$ cat config.mk
export PLATFORM = sky130hd
export DESIGN_NAME = dram_row_cmd_sequencer
export DESIGN_NICKNAME = d
export VERILOG_FILES = /design/src/rtl/dram_row_cmd_sequencer.sv
export SDC_FILE = /design/constraint.sdc
export NUM_CORES = 1
export LEC_CHECK = 0
export BUFFER_PORTS_ARGS = -buffer_cell sky130_fd_sc_hd__buf_2
export CAP_MARGIN = 5
export CORE_MARGIN = 2
export CORE_UTILIZATION = 47
export CTS_CLUSTER_DIAMETER = 120
export CTS_CLUSTER_SIZE = 16
export DETAILED_ROUTE_END_ITERATION = 7
export PLACE_DENSITY_LB_ADDON = 0.12
export SLEW_MARGIN = 30
export SYNTH_ARGS = -nofsm -noshare
export SYNTH_HDL_FRONTEND = slang
export SYNTH_SLANG_ARGS = --single-unit
$ cat constraint.sdc
create_clock -name CLK -period 1.3 [get_ports CLK]
set_input_delay 0.195 -clock CLK [delete_from_list [all_inputs] [get_ports CLK]]
set_output_delay 0.195 -clock CLK [all_outputs]
set_load 0.005 [all_outputs]
$ cat src/rtl/dram_row_cmd_sequencer.sv
// Per-bank DRAM command sequencer: turns tracker row status into PRE/ACT/RD/WR/REF
// sequences with tRP/tRCD/tRFC spacing, open-page policy.
module dram_row_cmd_sequencer #(
   parameter int unsigned T_RCD = 4,
   parameter int unsigned T_RP  = 4,
   parameter int unsigned T_RFC = 16,
   parameter int unsigned CNT_W = 5
) (
   input  logic       CLK,
   input  logic       nRST,
   input  logic       req_valid,
   input  logic       req_write,
   output logic       req_ready,
   input  logic       refresh_req,
   output logic       refresh_ack,
   input  logic [1:0] row_stat,
   output logic       ro_req_en,
   output logic       ro_refresh,
   output logic       ro_row_resolve,
   output logic       cmd_valid,
   output logic [2:0] cmd
);

   typedef enum logic [2:0] {
      StIdle, StPre, StPreWait, StAct, StActWait, StRw, StRef, StRefWait
   } state_e;

   localparam logic [2:0] CmdNop = 3'd0;
   localparam logic [2:0] CmdAct = 3'd1;
   localparam logic [2:0] CmdPre = 3'd2;
   localparam logic [2:0] CmdRd  = 3'd3;
   localparam logic [2:0] CmdWr  = 3'd4;
   localparam logic [2:0] CmdRef = 3'd5;

   localparam logic [CNT_W-1:0] CntOne  = CNT_W'(1);
   localparam logic [CNT_W-1:0] RpLoad  = CNT_W'(T_RP - 1);
   localparam logic [CNT_W-1:0] RcdLoad = CNT_W'(T_RCD - 1);
   localparam logic [CNT_W-1:0] RfcLoad = CNT_W'(T_RFC - 1);

   state_e           state_q, state_d;
   logic [CNT_W-1:0] cnt_q, cnt_d;
   logic             row_open_q, row_open_d;
   logic             ref_pend_q, ref_pend_d;

   always_ff @(posedge CLK) begin
      if (!nRST) begin
         state_q    <= StIdle;
         cnt_q      <= '0;
         row_open_q <= 1'b0;
         ref_pend_q <= 1'b0;
      end else begin
         state_q    <= state_d;
         cnt_q      <= cnt_d;
         row_open_q <= row_open_d;
         ref_pend_q <= ref_pend_d;
      end
   end

   always_comb begin
      state_d    = state_q;
      cnt_d      = (cnt_q != '0) ? cnt_q - CntOne : '0;
      row_open_d = row_open_q;
      ref_pend_d = ref_pend_q;

      case (state_q)
         StIdle: begin
            cnt_d = '0;
            if (refresh_req) begin
               ref_pend_d = 1'b1;
               state_d    = row_open_q ? StPre : StRef;
            end else if (req_valid) begin
               ref_pend_d = 1'b0;
               case (row_stat)
                  2'b01:   state_d = StRw;
                  2'b10:   state_d = StAct;
                  2'b11:   state_d = StPre;
                  default: state_d = StIdle; // tracker not resolved yet
               endcase
            end
         end
         StPre: begin
            row_open_d = 1'b0;
            if (T_RP == 1) begin
               state_d = ref_pend_q ? StRef : StAct;
            end else begin
               cnt_d   = RpLoad;
               state_d = StPreWait;
            end
         end
         StPreWait: begin
            // Leave on the last wait cycle so the next command lands exactly T_RP after PRE
            if (cnt_q <= CntOne) state_d = ref_pend_q ? StRef : StAct;
         end
         StAct: begin
            row_open_d = 1'b1;
            if (T_RCD == 1) begin
               state_d = StRw;
            end else begin
               cnt_d   = RcdLoad;
               state_d = StActWait;
            end
         end
         StActWait: begin
            if (cnt_q <= CntOne) state_d = StRw;
         end
         StRw: begin
            state_d = StIdle;
         end
         StRef: begin
            ref_pend_d = 1'b0;
            if (T_RFC == 1) begin
               state_d = StIdle;
            end else begin
               cnt_d   = RfcLoad;
               state_d = StRefWait;
            end
         end
         StRefWait: begin
            if (cnt_q <= CntOne) state_d = StIdle;
         end
         default: state_d = StIdle;
      endcase
   end

   always_comb begin
      cmd            = CmdNop;
      cmd_valid      = 1'b0;
      req_ready      = 1'b0;
      refresh_ack    = 1'b0;
      ro_refresh     = 1'b0;
      ro_row_resolve = 1'b0;
      ro_req_en      = req_valid & (state_q == StIdle) & ~refresh_req;

      unique case (state_q)
         StPre: begin
            cmd       = CmdPre;
            cmd_valid = 1'b1;
         end
         StAct: begin
            cmd            = CmdAct;
            cmd_valid      = 1'b1;
            ro_row_resolve = 1'b1;
         end
         StRw: begin
            cmd       = req_write ? CmdWr : CmdRd;
            cmd_valid = 1'b1;
            req_ready = 1'b1;
         end
         StRef: begin
            cmd         = CmdRef;
            cmd_valid   = 1'b1;
            ro_refresh  = 1'b1;
            refresh_ack = 1'b1;
         end
         default: ;
      endcase
   end

endmodule
; Word level (Yosys, flattened, before mapping)
; Cells that the tools add are included.
[totals]
memories = 0
register_bits = 10
latch_bits = 0
mem_bits_rw = 0
output_inout_bits = 9
romBits = 0
[op_classes]
n_bitwise = 3
magnitude_cmp = 1
n_shift = 0
div = 0
add_sub_neg = 1
n_eq_ne = 14
n_mul = 0
reduce_logical = 8
n_mux = 21
[ops]
columns = cell, n
row1 = 3-bit two-way mux, 8
row2 = 3-bit case mux with 8 select lines, 1
row3 = 5-bit case mux with 3 select lines, 1
row4 = "3-bit == test, second input constant", 4
row5 = 3-bit case mux with 4 select lines, 1
row6 = 3-bit case mux with 3 select lines, 1
row7 = "3-bit by 2-bit == test with 1-bit output, second input constant", 2
row8 = 1-bit two-way mux, 6
row9 = "2-bit != test, second input constant", 3
row10 = "5-bit by 1-bit less-or-equal comparator with 1-bit output, second input constant", 1
row11 = 5-bit two-way mux, 1
row12 = 5-bit nonzero test, 1
row13 = "5-bit by 1-bit subtractor with 5-bit output, second input constant", 1
row14 = "2-bit == test, second input constant", 2
row15 = 1-bit case mux with 2 select lines, 2
row16 = 4-bit AND reduction, 1
row17 = 2-bit nonzero test, 2
row18 = 4-bit OR reduction, 1
row19 = "3-bit by 1-bit == test with 1-bit output, second input constant", 1
row20 = 3-bit logical NOT, 1
row21 = "3-bit != test, second input constant", 1
row22 = 1-bit AND, 2
row23 = "2-bit by 1-bit == test with 1-bit output, second input constant", 1
row24 = 2-bit AND reduction, 1
row25 = 2 further kinds, 2

; Logic depth before layout (Yosys ltp)
; Gate-level depths: netlist of run 1.
[logic_depth]
depth_word = 5
ltp_mapped = 6
mapped_depth_nobuf = 6

; Least setup slack after synthesis of run 1
; No wires, ideal clock.
[synth_path]
path_kind = register to register
start = reg cnt_q[0]
end = reg cnt_q[2]
arrival_ps = 1313
t_required_ps = 1174
slack_ps = -139
path_buffers = 0
period_less_slack_ps = 1439
path_stages_with_launch = 7
path_cell_list = dfxtp_1 -> inv_1 -> ha_1 -> nor4b_1 -> nor2_1 -> o21ai_0 -> a21boi_0
[synth_between]
elab_chain_len = 3
elab_cells_between_ends = 4
classes_between = 1 x add/sub / 2 x mux / 1 x reduce/logical
[synth_rtl]
columns = element, line
row1 = start: declaration, 41  ; logic [CNT_W-1:0] cnt_q, cnt_d;
row2 = start signal: assignment, 53  ; cnt_q <= cnt_d;
row3 = 5-bit by 1-bit subtractor with 5-bit output / 5-bit nonzero test (equally long branches), 61  ; cnt_d = (cnt_q != '0) ? cnt_q - CntOne : '0;
row4 = 5-bit two-way mux (*), 61
row5 = 5-bit case mux with 3 select lines (*), 65  ; case (state_q)
; Mark *: on every way between the ends. The rest lies on a longest branch, timed or not.
; A chain may end at the register's enable or synchronous reset.

; Final worst setup path of run 1
[layout_path]
start = reg state_q[0]
end = out cmd[0]
[layout_between]
elab_chain_len = 2
elab_cells_between_ends = 5
classes_between = 4 x eq/ne / 1 x mux
[layout_rtl]
columns = element, line
row1 = start: declaration, 40  ; state_e state_q, state_d;
row2 = start signal: assignment, 47  ; state_q <= StIdle;
row3 = start signal: assignment, 52  ; state_q <= state_d;
row4 = 3-bit == test (tied with other cells), 134  ; unique case (state_q)
row5 = 3-bit case mux with 4 select lines (*), 134
row6 = end: declaration, 21  ; output logic [2:0] cmd
; Marked as above.

==> metrics.txt, run 1 <==
routed len/inst=around 18 um; H-tree depth=1; failing checks=setup timing; FF-to-FF End=state_q[1]$_SDFFE_PN0P_; router iterations before antenna repair=4; maxcap violations=0; Core Footprint=1490 sq um; Top Family by Delay on Critical Path=flip-flops; slew margin rel.=0.754; FF-to-FF setup slack=-0.17 ns; GPL Wtd Cong=roughly 0.86; RSZ-0062 raised after global routing=yes; Tot GR Track Use=0.224; initial antenna violation count=0; Final Slew Violations=0; share of cells above drive strength 1=0.571; Area Overhead vs Synth=71.6%; Die H=about 44 um; final hold violations=0; ys async rst share=0; Post-synth top flop=dfxtp_1; Synth Area in XOR/XNOR=0.0474; outcome=complete, but fails checks; Pwr Density=between 3000 and 4000 nW/um^2; setup tns final=-1.03 ns; Crit-path slowest cell=dfxtp_4; Initial DRC Count=36; sequential fraction of the synthesis area=0.271; crit path kind=reg2out; WHS Endpoint=row_open_q$_SDFFE_PN0P_; fin crit share=1.14; Crit. End Element=primary output; FF-to-FF path depth=5; WP buf/inv=2; synthesized cell area=between 700 and 800 sq um; die area=about 1900 sq um; Hold Startpoint=nRST; routed vias/inst=about 5.9; CTS max path bufs=2; Worst-Margin Slew=approximately 0.36 ns; adder-cell share of the synthesized area=0.0508; Max Fclk=673 MHz; Skew-Pair Late Insertion Delay=0.28 ns; HPWL Detailed=1.25 mm; CP startpoint kind=flip-flop; final setup margin=-0.185 ns; Tmin final=1.49 ns; Boundary Pins=16; R2R Path Start=state_q[0]$_SDFFE_PN0P_; FF+latch count, synth=10; Die W=43.7 um; Worst Path Required=1.11 ns; worst vdd ir=around 1700 uV; clk sinks=10; first-pass GRT wire length=approximately 3.2 mm; Compound-Gate Fraction of Synth Area=0.244; worst clock skew=about 0.0085 ns; DP Worst Slack=-0.0953 ns; yosys warns=0; antenna-violating nets left=0; hold crit path type=in2reg; TritonCTS Buffers=3; Max FO, Critical Path=5; Avg Cell Area, Syn=just over 7 sq um; post-synthesis mux area share=0.0288; vias in the first global route=roughly 760; Vias=~930; root buffer cell=clkbuf_4; nets=between 150 and 200; Clock transition at path regs=about 0.080 ns; main combinational cell family by area after synthesis=simple AND/OR/NAND/NOR gates; synth unique cells=32; # rows=14; slowest stage delay, CP=approximately 0.41 ns; GRT overflow=0; n_diodes=0; crit path DAT=1.29 ns; initial core utilization=0.497; DRC violations left=0; I/O Buffers=15; Pleak=0.000547 uW; most common cell after layout, fill and taps aside=buf_4; post-synthesis cell count=roughly 100; met2 WL=1.40 mm; Final setup violation count=13; most frequent cells in the layout=17 x buf_4, 15 x buf_2, 11 x nor2_1; CP cell instances=buf_6 -> nand2b_4 -> nor2_2 -> o21ai_2 -> o21ai_1 -> buf_2; Routed WL=roughly 2.8 mm; Top Layer Used=met4; met3 WL post-DR=roughly 190 um; simple-gate portion of the synthesized area=0.277; cell depth of the worst hold path=2; Post-synth EDFFs=0; Net Count, Synth=113; CTS tree=yes; pin count of the biggest net entering global routing=14; M1 WL=1.06 mm
[metrics by stage]
| step | area [sq um] | hold WS, ns | utilization | power, uW | cells |
|---|---|---|---|---|---|
| final | 1270 | 0.263 | 0.852 | 3850 | 156 |
| after floorplan | 748 | 0.350 | - | 1620 | 103 |
| after detailed placement | 896 | 0.537 | 0.602 | 2120 | 138 |
| after global routing | 1270 | 0.266 | 0.852 | 4070 | 156 |
| after global placement | 896 | 0.541 | 0.602 | 2100 | 138 |
| after CTS | 1050 | 0.252 | 0.703 | 2760 | 147 |
[cell type report]
type / instances / area [sq um]
inverter: 5 / 27.5
tap: 16 / 20.0
sequential: 10 / 220
clock buffer: 3 / 22.5
timing repair buffer: 41 / 317
fill: 89 / 220
multi-input combinational: 81 / 662
[timing repair]
| action | in CTS | in global routing |
|---|---|---|
| endpoints found under the setup margin | 14 | 16 |
| resized for setup | 33 | 42 |
| pin swaps | 6 | 16 |
| hold buffers | 0 | 0 |
| setup buffers | 6 | 9 |
[synthesized netlist by cell type, types with 3 or more instances]
cell type,instances,area [sq um]
dfxtp_1,10,200
clkbuf_1,4,15.0
nor3_1,3,15.0
nand2_1,8,30.0
ha_1,3,37.5
nor2b_1,3,18.8
nor2_1,20,75.1
inv_1,5,18.8
a21oi_1,5,25.0
xnor2_1,4,35.0
o21ai_0,7,35.0
a21boi_0,4,30.0
[registers in the layout, summed over array words and instances, names as in the netlist]
name / cells
row_open_q: 1
state_q: 3
cnt_q: 5
ref_pend_q: 1
[worst register-to-register path: stages, from the launching register on]
cell	delay (ns)
dfxtp_4	0.39
buf_4	0.14
xnor2_1	0.11
mux2_4	0.27
a22o_1	0.27
o22ai_1	0.20
[logic make-up after synthesis]
group                      Yosys count
AOI/OAI and AO/OA                   28
DFF                                 10
xor gates and xnor gates             4
adders and majority gates            3
muxes                                2
and+or+nand+nor                     44
buffers and inverters               12
[where the power goes]
part / switching (uW) / internal [uW]
clock: 125 / 107
sequential: 183 / 469
combinational: 1440 / 1520
total: 1750 / 2100
[worst max-delay path by stage]
stage	to	cells past startpoint	from	slack, ns
finish	cmd[0]	6	state_q[0]$_SDFFE_PN0P_	-0.19
floorplan	state_q[1]$_SDFFE_PN0P_	5	cnt_q[1]$_SDFF_PN0_	0.004
global placement	cnt_q[1]$_SDFF_PN0_	6	cnt_q[0]$_SDFF_PN0_	-0.03
detailed placement	cnt_q[2]$_SDFF_PN0_	6	cnt_q[1]$_SDFF_PN0_	-0.1
CTS	ro_req_en	5	state_q[1]$_SDFFE_PN0P_	-0.11
global route	state_q[1]$_SDFFE_PN0P_	6	cnt_q[3]$_SDFF_PN0_	-0.26
[metal layers]
metal | vias to the layer above | track usage
met1 | 421 | 0.275
met2 | 56 | 0.385
met3 | 12 | 0.0250
met4 | 0 | 0.109
met5 | - | 0
li1 | 439 | -
Note: power is estimated with default switching activity, not from simulation.
==> run 2, diff against run 1 <==
--- a/config.mk
+++ b/config.mk
@@ -7,11 +7,11 @@
 export LEC_CHECK = 0
 export BUFFER_PORTS_ARGS = -buffer_cell sky130_fd_sc_hd__buf_2
 export CAP_MARGIN = 5
-export CORE_MARGIN = 2
 export CORE_UTILIZATION = 47
 export CTS_CLUSTER_DIAMETER = 120
 export CTS_CLUSTER_SIZE = 16
 export DETAILED_ROUTE_END_ITERATION = 7
+export GPL_TIMING_DRIVEN = 0
 export PLACE_DENSITY_LB_ADDON = 0.12
 export SLEW_MARGIN = 30
 export SYNTH_ARGS = -nofsm -noshare
==> run 2 against run 1 <==
The run still ends with setup timing left. Clock skew is 0.0080 ns lower. Setup slack got worse by 0.074 ns. Clock-buffer cell count is the same. Global-route usage increased by 8.8 points. Largest power group unchanged. Cell area shrank 2.6%. Via count increased by 7.7%. Clock power about the same. Core utilization is 4.2 points higher. Critical endpoint is now state_q[1]$_SDFFE_PN0P_. Highest routed layer unchanged. Flip-flop and latch count did not move. Total power fell by 3.4%.
==> metrics.txt, run 2 (synthesis gave the netlist of run 1 again) <==
Power Total=3720 uW (was 3850 uW); FF-to-FF End=state_q[1]$_SDFFE_PN0P_ (unchanged); final core utilization=0.894 (was 0.852); initial core utilization=0.535 (was 0.497); die area=1740 sq um (was 1910 sq um); max reg flops=5 (unchanged); Post-DP Area=842 sq um (was 896 sq um); number of filler cells placed in the layout=63 (was 89); Top Registers=cnt_q (5), state_q (3) (unchanged); CP cell instances=buf_2 -> buf_4 -> o311ai_0 -> o22ai_1 (was buf_6 -> nand2b_4 -> nor2_2 -> o21ai_2 -> o21ai_1 -> buf_2); GRT overflow=0 (unchanged); most frequent cells in the layout=16 x buf_4, 16 x buf_2, 11 x nor2_1 (was 17 x buf_4, 15 x buf_2, 11 x nor2_1); Most flops, register=cnt_q (unchanged); H-tree depth=1 (unchanged); final setup margin=-0.259 ns (was -0.185 ns); hold crit path type=in2reg (unchanged); met2 Usage GRT=0.466 (was 0.385); RSZ-0062 raised after global routing=yes (unchanged); CTS max path bufs=2 (unchanged); final hold violations=0 (unchanged); crit path kind=reg2reg (was reg2out); GPL Wtd Cong=0.850 (was 0.858); Cells after DPL=133 (was 138); Worst Path Required=1.43 ns (was 1.11 ns); Routed WL=3.29 mm (was 2.75 mm); n_diodes=0 (unchanged); Final setup violation count=16 (was 13); final cell count without fillers=156 (unchanged); DRC violations left=0 (unchanged); routed vias/inst=6.40 (was 5.95); Die H=41.7 um (was 43.7 um); Skew-Pair Late Insertion Delay=0.27 ns (was 0.28 ns); # rows=13 (was 14); Hold Startpoint=nRST (unchanged); cell depth of the worst hold path=3 (was 2); Core Footprint=1380 sq um (was 1490 sq um); slew margin rel.=0.620 (was 0.754); FF-to-FF path depth=4 (was 5); CTS Hold Bufs=0 (unchanged); met1 Use GR=0.406 (was 0.275); pin count of the biggest net entering global routing=11 (was 14); CP startpoint kind=flip-flop (unchanged); Tmin final=1.56 ns (was 1.49 ns); final instance area=1240 sq um (was 1270 sq um); antenna-violating nets left=0 (unchanged); M3 GR Usage=0.0609 (was 0.0250); Final Slew Violations=0 (unchanged); worst clock skew=0.000566 ns (was 0.00852 ns); Max Fclk=642 MHz (was 673 MHz); initial antenna violation count=0 (unchanged); outcome=complete, but fails checks (unchanged); busiest grt layer=met2 (unchanged); Crit-path slowest cell=o311ai_0 (was dfxtp_4); failing checks=setup timing (unchanged); crit path DAT=1.69 ns (was 1.29 ns); maxcap violations=0 (unchanged); router iterations before antenna repair=4 (unchanged); clk sinks=10 (unchanged); vias in the first global route=833 (was 756); Clock transition at path regs=0.07 ns (was 0.08 ns); Crit. End Element=flip-flop (was primary output); R2R Path Start=state_q[0]$_SDFFE_PN0P_ (unchanged); TritonCTS Buffers=3 (unchanged); HPWL Detailed=1.27 mm (was 1.25 mm); FF-to-FF setup slack=-0.26 ns (was -0.17 ns); slowest stage delay, CP=0.53 ns (was 0.41 ns); worst vdd ir=1900 uV (was 1670 uV); WHS Endpoint=state_q[2]$_SDFFE_PN0P_ (was row_open_q$_SDFFE_PN0P_); Vias=999 (was 928); nets=153 (was 152); first-pass GRT wire length=4.08 mm (was 3.21 mm); root buffer cell=clkbuf_4 (unchanged); Max FO, Critical Path=4 (was 5); Die W=41.7 um (was 43.7 um); Pleak=0.000544 uW (was 0.000547 uW); Worst-Margin Slew=0.562 ns (was 0.365 ns); routed len/inst=21.1 um (was 17.7 um); Area Overhead vs Synth=67.2% (was 71.6%); fin crit share=1.20 (was 1.14); Pwr Density=3010 nW/um^2 (was 3030 nW/um^2); Tot GR Track Use=0.312 (was 0.224); Boundary Pins=16 (unchanged); I/O Buffers=15 (unchanged); Initial DRC Count=102 (was 36); share of cells above drive strength 1=0.574 (was 0.571); CTS tree=yes (unchanged)
run 2: per-stage QoR:
stage,hold WS (ns),setup slack [ns],setup TNS [ns]
finish,0.254,-0.259,-1.70
global route,0.271,-0.222,-2.33
CTS,0.227,-0.117,-0.695
detailed placement,0.507,-0.216,-1.61
global placement,0.500,-0.137,-1.04
floorplan,0.350,0.00421,0
run 2: per-layer routing:
layer	part of all wire	wire, um
met5	0	0
met1	0.40	1310
met2	0.48	1590
met4	0.048	158
met3	0.068	224
run 2: area by class of cell:
class	count	area, sq um	area share
Buffer	7	81.3	0.0658
Clock buffer	3	22.5	0.0182
Inverter	5	23.8	0.0192
Multi-Input combinational cell	81	632	0.511
Sequential cell	10	220	0.178
Tap cell	15	18.8	0.0152
Timing Repair Buffer	35	238	0.192
run 2: power breakdown:
| part | leakage [uW] | total (uW) | internal, uW | switching [uW] |
|---|---|---|---|---|
| clock | 0.0000138 | 231 | 107 | 123 |
| sequential | 0.0000857 | 658 | 469 | 189 |
| combinational | 0.000445 | 2830 | 1430 | 1400 |
run 2: what timing repair did:
item / CTS / global route
pin swaps: 18 / 20
gates cloned: 1 / 0
setup buffers: 13 / 9
gates resized for setup: 49 / 28
setup endpoints to repair: 16 / 17
run 2: how the worst max path moves through the flow:
stage | from | end | slack (ns) | cells past startpoint
floorplan | cnt_q[1]$_SDFF_PN0_ | state_q[1]$_SDFFE_PN0P_ | 0.004 | 5
global placement | state_q[1]$_SDFFE_PN0P_ | ro_refresh | -0.14 | 5
detailed placement | cnt_q[0]$_SDFF_PN0_ | cnt_q[1]$_SDFF_PN0_ | -0.22 | 6
CTS | state_q[2]$_SDFFE_PN0P_ | ro_req_en | -0.12 | 5
global route | cnt_q[1]$_SDFF_PN0_ | cnt_q[2]$_SDFF_PN0_ | -0.22 | 7
finish | state_q[0]$_SDFFE_PN0P_ | state_q[1]$_SDFFE_PN0P_ | -0.26 | 4
run 2: critical path: cells and delay by family, from the launching register on:
family	cells	cell delay, ns
DFF	1	0.37
buffers and inverters	2	0.31
AOI/OAI and AO/OA	2	0.73
==> run 3, diff against run 2 <==
--- a/config.mk
+++ b/config.mk
@@ -12,7 +12,7 @@
 export CTS_CLUSTER_SIZE = 16
 export DETAILED_ROUTE_END_ITERATION = 7
 export GPL_TIMING_DRIVEN = 0
-export PLACE_DENSITY_LB_ADDON = 0.12
+export PLACE_DENSITY = 0.73
 export SLEW_MARGIN = 30
 export SYNTH_ARGS = -nofsm -noshare
 export SYNTH_HDL_FRONTEND = slang
==> run 3 against run 2 <==
The run now fails in 5_1_grt. Synthesized area unchanged. Synthesized cell count unchanged.
==> metrics.txt, run 3 <==
outcome=stopped before the end (was complete, but fails checks); last stage reached=5_1_grt; Stop Error=[ERROR DPL-0033] detailed placement checks failed during check placement.; GPL Wtd Cong=0.869 (was 0.850); yosys warns=0 (unchanged); post-synth top area share=0.271 (unchanged); # rows=13 (unchanged); I/O Buffers=15 (unchanged); synth unique cells=32 (unchanged); TritonCTS Buffers=3 (unchanged); root buffer cell=clkbuf_4 (unchanged); Post-synth top cells=20 x nor2_1, 10 x dfxtp_1, 8 x nand2_1 (unchanged); top post-synthesis cells by area=dfxtp_1 27%, nor2_1 10%, ha_1 5.1%, o21ai_0 4.7%, xnor2_1 4.7% (unchanged); ys async rst share=0 (unchanged); Die W=41.7 um (unchanged); pin count of the biggest net entering global routing=11; clk sinks=10 (unchanged); Boundary Pins=16 (unchanged); initial antenna violation count=0; DP Worst Slack=-0.201 ns (was -0.216 ns); Avg Cell Area, Syn=7.18 sq um (unchanged); post-GRT worst EP=ro_req_en; Die H=41.7 um (unchanged); post-synthesis cell count=103 (unchanged); HPWL Detailed=1.35 mm (was 1.27 mm); Post-synth EDFFs=0 (unchanged); FF+latch count, synth=10 (unchanged); sequential fraction of the synthesis area=0.271 (unchanged); initial core utilization=0.535 (unchanged); largest area contributor in the netlist=dfxtp_1 (unchanged); H-tree depth=1 (unchanged); worst_ep kind=top-level output; Net Count, Synth=113 (unchanged); synthesized cell area=739 sq um (unchanged); Post-synth top flop=dfxtp_1 (unchanged); Post-DP Area=842 sq um (unchanged); most numerous cell in the Yosys netlist=nor2_1 (unchanged); CTS max path bufs=2 (unchanged)
==> run 3: cell counts after synthesis <==
No cell type changed its count.
==> run 3: kinds of logic after synthesis <==
kind of cell / after synthesis / synth area share
muxes: 2 / 0.0288
xor gates and xnor gates: 4 / 0.0474
and+or+nand+nor: 44 / 0.277
DFF: 10 / 0.271
AOI/OAI and AO/OA: 28 / 0.244
buffers and inverters: 12 / 0.0812
adders and majority gates: 3 / 0.0508
==> run 3: through the flow <==
| step | hold WS, ns | setup TNS [ns] | std cells |
|---|---|---|---|
| 4_1_cts | 0.234 | -0.639 | 152 |
| 3_5_place_dp | 0.511 | -1.58 | 133 |
| 3_3_place_gp | 0.509 | -0.973 | 133 |
| 2_1_floorplan | 0.350 | 0 | 103 |
==> run 3: timing repair <==
item	in CTS
hold buffers	0
hold endpoints to repair	0
endpoints found under the setup margin	17
pin swaps	18
setup buffers	16
resized for setup	54
==> run 4, diff against run 3 <==
--- a/config.mk
+++ b/config.mk
@@ -7,12 +7,11 @@
 export LEC_CHECK = 0
 export BUFFER_PORTS_ARGS = -buffer_cell sky130_fd_sc_hd__buf_2
 export CAP_MARGIN = 5
-export CORE_UTILIZATION = 47
-export CTS_CLUSTER_DIAMETER = 120
-export CTS_CLUSTER_SIZE = 16
+export CORE_AREA = 2 2 63 65
 export DETAILED_ROUTE_END_ITERATION = 7
+export DIE_AREA = 0 0 65 67
 export GPL_TIMING_DRIVEN = 0
-export PLACE_DENSITY = 0.73
+export PLACE_DENSITY_LB_ADDON = 0.15
 export SLEW_MARGIN = 30
 export SYNTH_ARGS = -nofsm -noshare
 export SYNTH_HDL_FRONTEND = slang
==> constraint.sdc (replaced) <==
create_clock -name CLK -period 1.7 [get_ports CLK]
set_input_delay 0.255 -clock CLK [delete_from_list [all_inputs] [get_ports CLK]]
set_output_delay 0.255 -clock CLK [all_outputs]
set_load 0.005 [all_outputs]
==> run 4 against run 3 <==
The flow now finishes without violations.
==> metrics.txt, run 4 (synthesis gave the netlist of run 1 again) <==
outcome=completed (was stopped before the end); GPL Wtd Cong=0.737 (was 0.869); CP cell instances=buf_4 -> nand2_1 -> nor2_1 -> buf_4 -> buf_2; # rows=22 (was 13); final instance area=~940 sq um; Skew-Pair Late Insertion Delay=0.23 ns; Net Sw Frac=0.450; I/O Buffers=15 (unchanged); antenna-violating nets left=0; cell depth of the worst hold path=3; CTS Hold Bufs=0 (unchanged); CP startpoint kind=flip-flop; CTS tree=yes; Max Fclk=roughly 640 MHz; worst clock skew=0.000725 ns; vias in the first global route=~670; post-CTS setup buffer count=0 (was 16); Core Footprint=about 3600 sq um; WP buf/inv=3; Crit-path slowest cell=dfxtp_2; final cell count without fillers=168; DRC violations left=0; crit path DAT=about 1.3 ns; most common cell after layout, fill and taps aside=nor2_1; Clock Power Share=0.135; FF-to-FF path depth=6; Worst-Margin Slew=0.434 ns; worst vdd ir=roughly 670 uV; Most flops, register=cnt_q; Cells after DPL=166 (was 133); maxcap violations=0; TritonCTS Buffers=3 (unchanged); initial core utilization=0.205 (was 0.535); FF-to-FF End=cnt_q[3]$_SDFF_PN0_; first-pass GRT wire length=~3.0 mm; Psw=a little over 800 uW; Routed WL=roughly 1.9 mm; Final setup violation count=0; die area=~4400 sq um; CTS max path bufs=2 (unchanged); Post-DP Area=875 sq um (was 842 sq um); Pleak=~0.00040 uW; router iterations before antenna repair=3; nets=about 130; fin crit share=0.918; Tot GR Track Use=0.0902; Top Registers=cnt_q (5), state_q (3); Final Slew Violations=0; M3 GR Usage=0.0236; Boundary Pins=16 (unchanged); Die W=65 um (was 41.7 um); met1 Use GR=0.119; R2R Path Start=cnt_q[0]$_SDFF_PN0_; Seq pwr share=0.247; number of filler cells placed in the layout=around 410; n_diodes=0; busiest grt layer=met2; Initial DRC Count=30; routed len/inst=11.2 um; GRT overflow=0; Worst Setup SP=state_q[1]$_SDFFE_PN0P_; root buffer cell=clkbuf_8 (was clkbuf_4); Die H=67 um (was 41.7 um); routed vias/inst=between 4 and 5; Clock transition at path regs=approximately 0.050 ns; FF-to-FF setup slack=about 0.23 ns; Area Overhead vs Synth=26.9%; final hold violations=0; Hold WS=0.327 ns; RSZ-0062 raised after global routing=no; cell repeated most along the worst path=buf_4; Pwr Density=~1900 nW/um^2; met2 Usage GRT=0.137; Max FO, Critical Path=10; max reg flops=5; most frequent cells in the layout=20 x nor2_1, 15 x buf_2, 8 x nand2_1, 8 x dfxtp_1, 6 x o21ai_0; Worst Path Required=~1.4 ns; capture point of the worst path=ro_refresh; slew margin rel.=0.711; Top Family by Delay on Critical Path=buffers and inverters; Vias=about 740; crit path kind=reg2out; combinational fraction of design power=0.618; Pint=984 uW; Crit. End Element=primary output; share of cells above drive strength 1=0.242; area taken by multi-input logic gates=~500 sq um; pin count of the biggest net entering global routing=11; hold crit path type=in2reg; HPWL Detailed=1.44 mm (was 1.35 mm); cell count along the critical path=5; initial antenna violation count=0; Tmin final=1.56 ns; H-tree depth=1 (unchanged); clk sinks=10 (unchanged); register area=approximately 200 sq um; slowest stage delay, CP=roughly 0.38 ns
## run 4: stage by stage
stage                     setup slack [ns]  utilization  power (uW)  TNS, ns
after global routing                0.0263        0.260        1980        0
after floorplan                      0.261            -        1220        0
final                                0.139        0.260        1790        0
after CTS                           0.0348        0.256        1770        0
after global placement             -0.0169        0.243        1500  -0.0200
after detailed placement           -0.0224        0.243        1490  -0.0424
## run 4: worst reg2reg max path: stages (launching register included)
cell and delay [ns]:
dfxtp_1 0.35, inv_1 0.10, ha_1 0.16, nor4b_2 0.37, a21oi_1 0.10, o21ai_0 0.17, a21boi_0 0.10
## run 4: timing repair
item / 4_1_cts / 5_1_grt
endpoints found under the hold margin: 0 / 0
setup endpoints to repair: 10 / 4
resized for setup: 4 / 6
## run 4: cell type report
type / count / share of cell area
inverters: 5 / 0.0200
clock buffers: 3 / 0.0440
well taps: 48 / 0.0640
plain buffers: 6 / 0.0453
flip-flops and latches: 10 / 0.216
repair buffers: 15 / 0.0800
multi-input cells: 81 / 0.531
## run 4: worst min path at each step
stage                         endpoint               startpoint  slack (ns)
2_1_floorplan  state_q[2]$_SDFFE_PN0P_                     nRST        0.41
3_3_place_gp   ref_pend_q$_SDFFE_PN0P_  ref_pend_q$_SDFFE_PN0P_        0.57
3_5_place_dp       cnt_q[4]$_SDFF_PN0_      cnt_q[4]$_SDFF_PN0_        0.58
4_1_cts        state_q[2]$_SDFFE_PN0P_                     nRST        0.34
5_1_grt        state_q[2]$_SDFFE_PN0P_                     nRST        0.35
6_report       state_q[2]$_SDFFE_PN0P_                     nRST        0.33
## run 4: power groups by stage
stage	logic (uW)	clock network, uW	registers [uW]
after floorplan	831	0	391
after global placement	1090	0	413
after detailed placement	1080	0	412
after CTS	1090	251	430
after global routing	1260	263	454
final	1110	242	442
## run 4: routing by layer
layer,up-vias,part of all wire
li1,390,-
met1,333,0.51
met2,16,0.42
met3,4,0.049
met4,0,0.014
met5,-,0
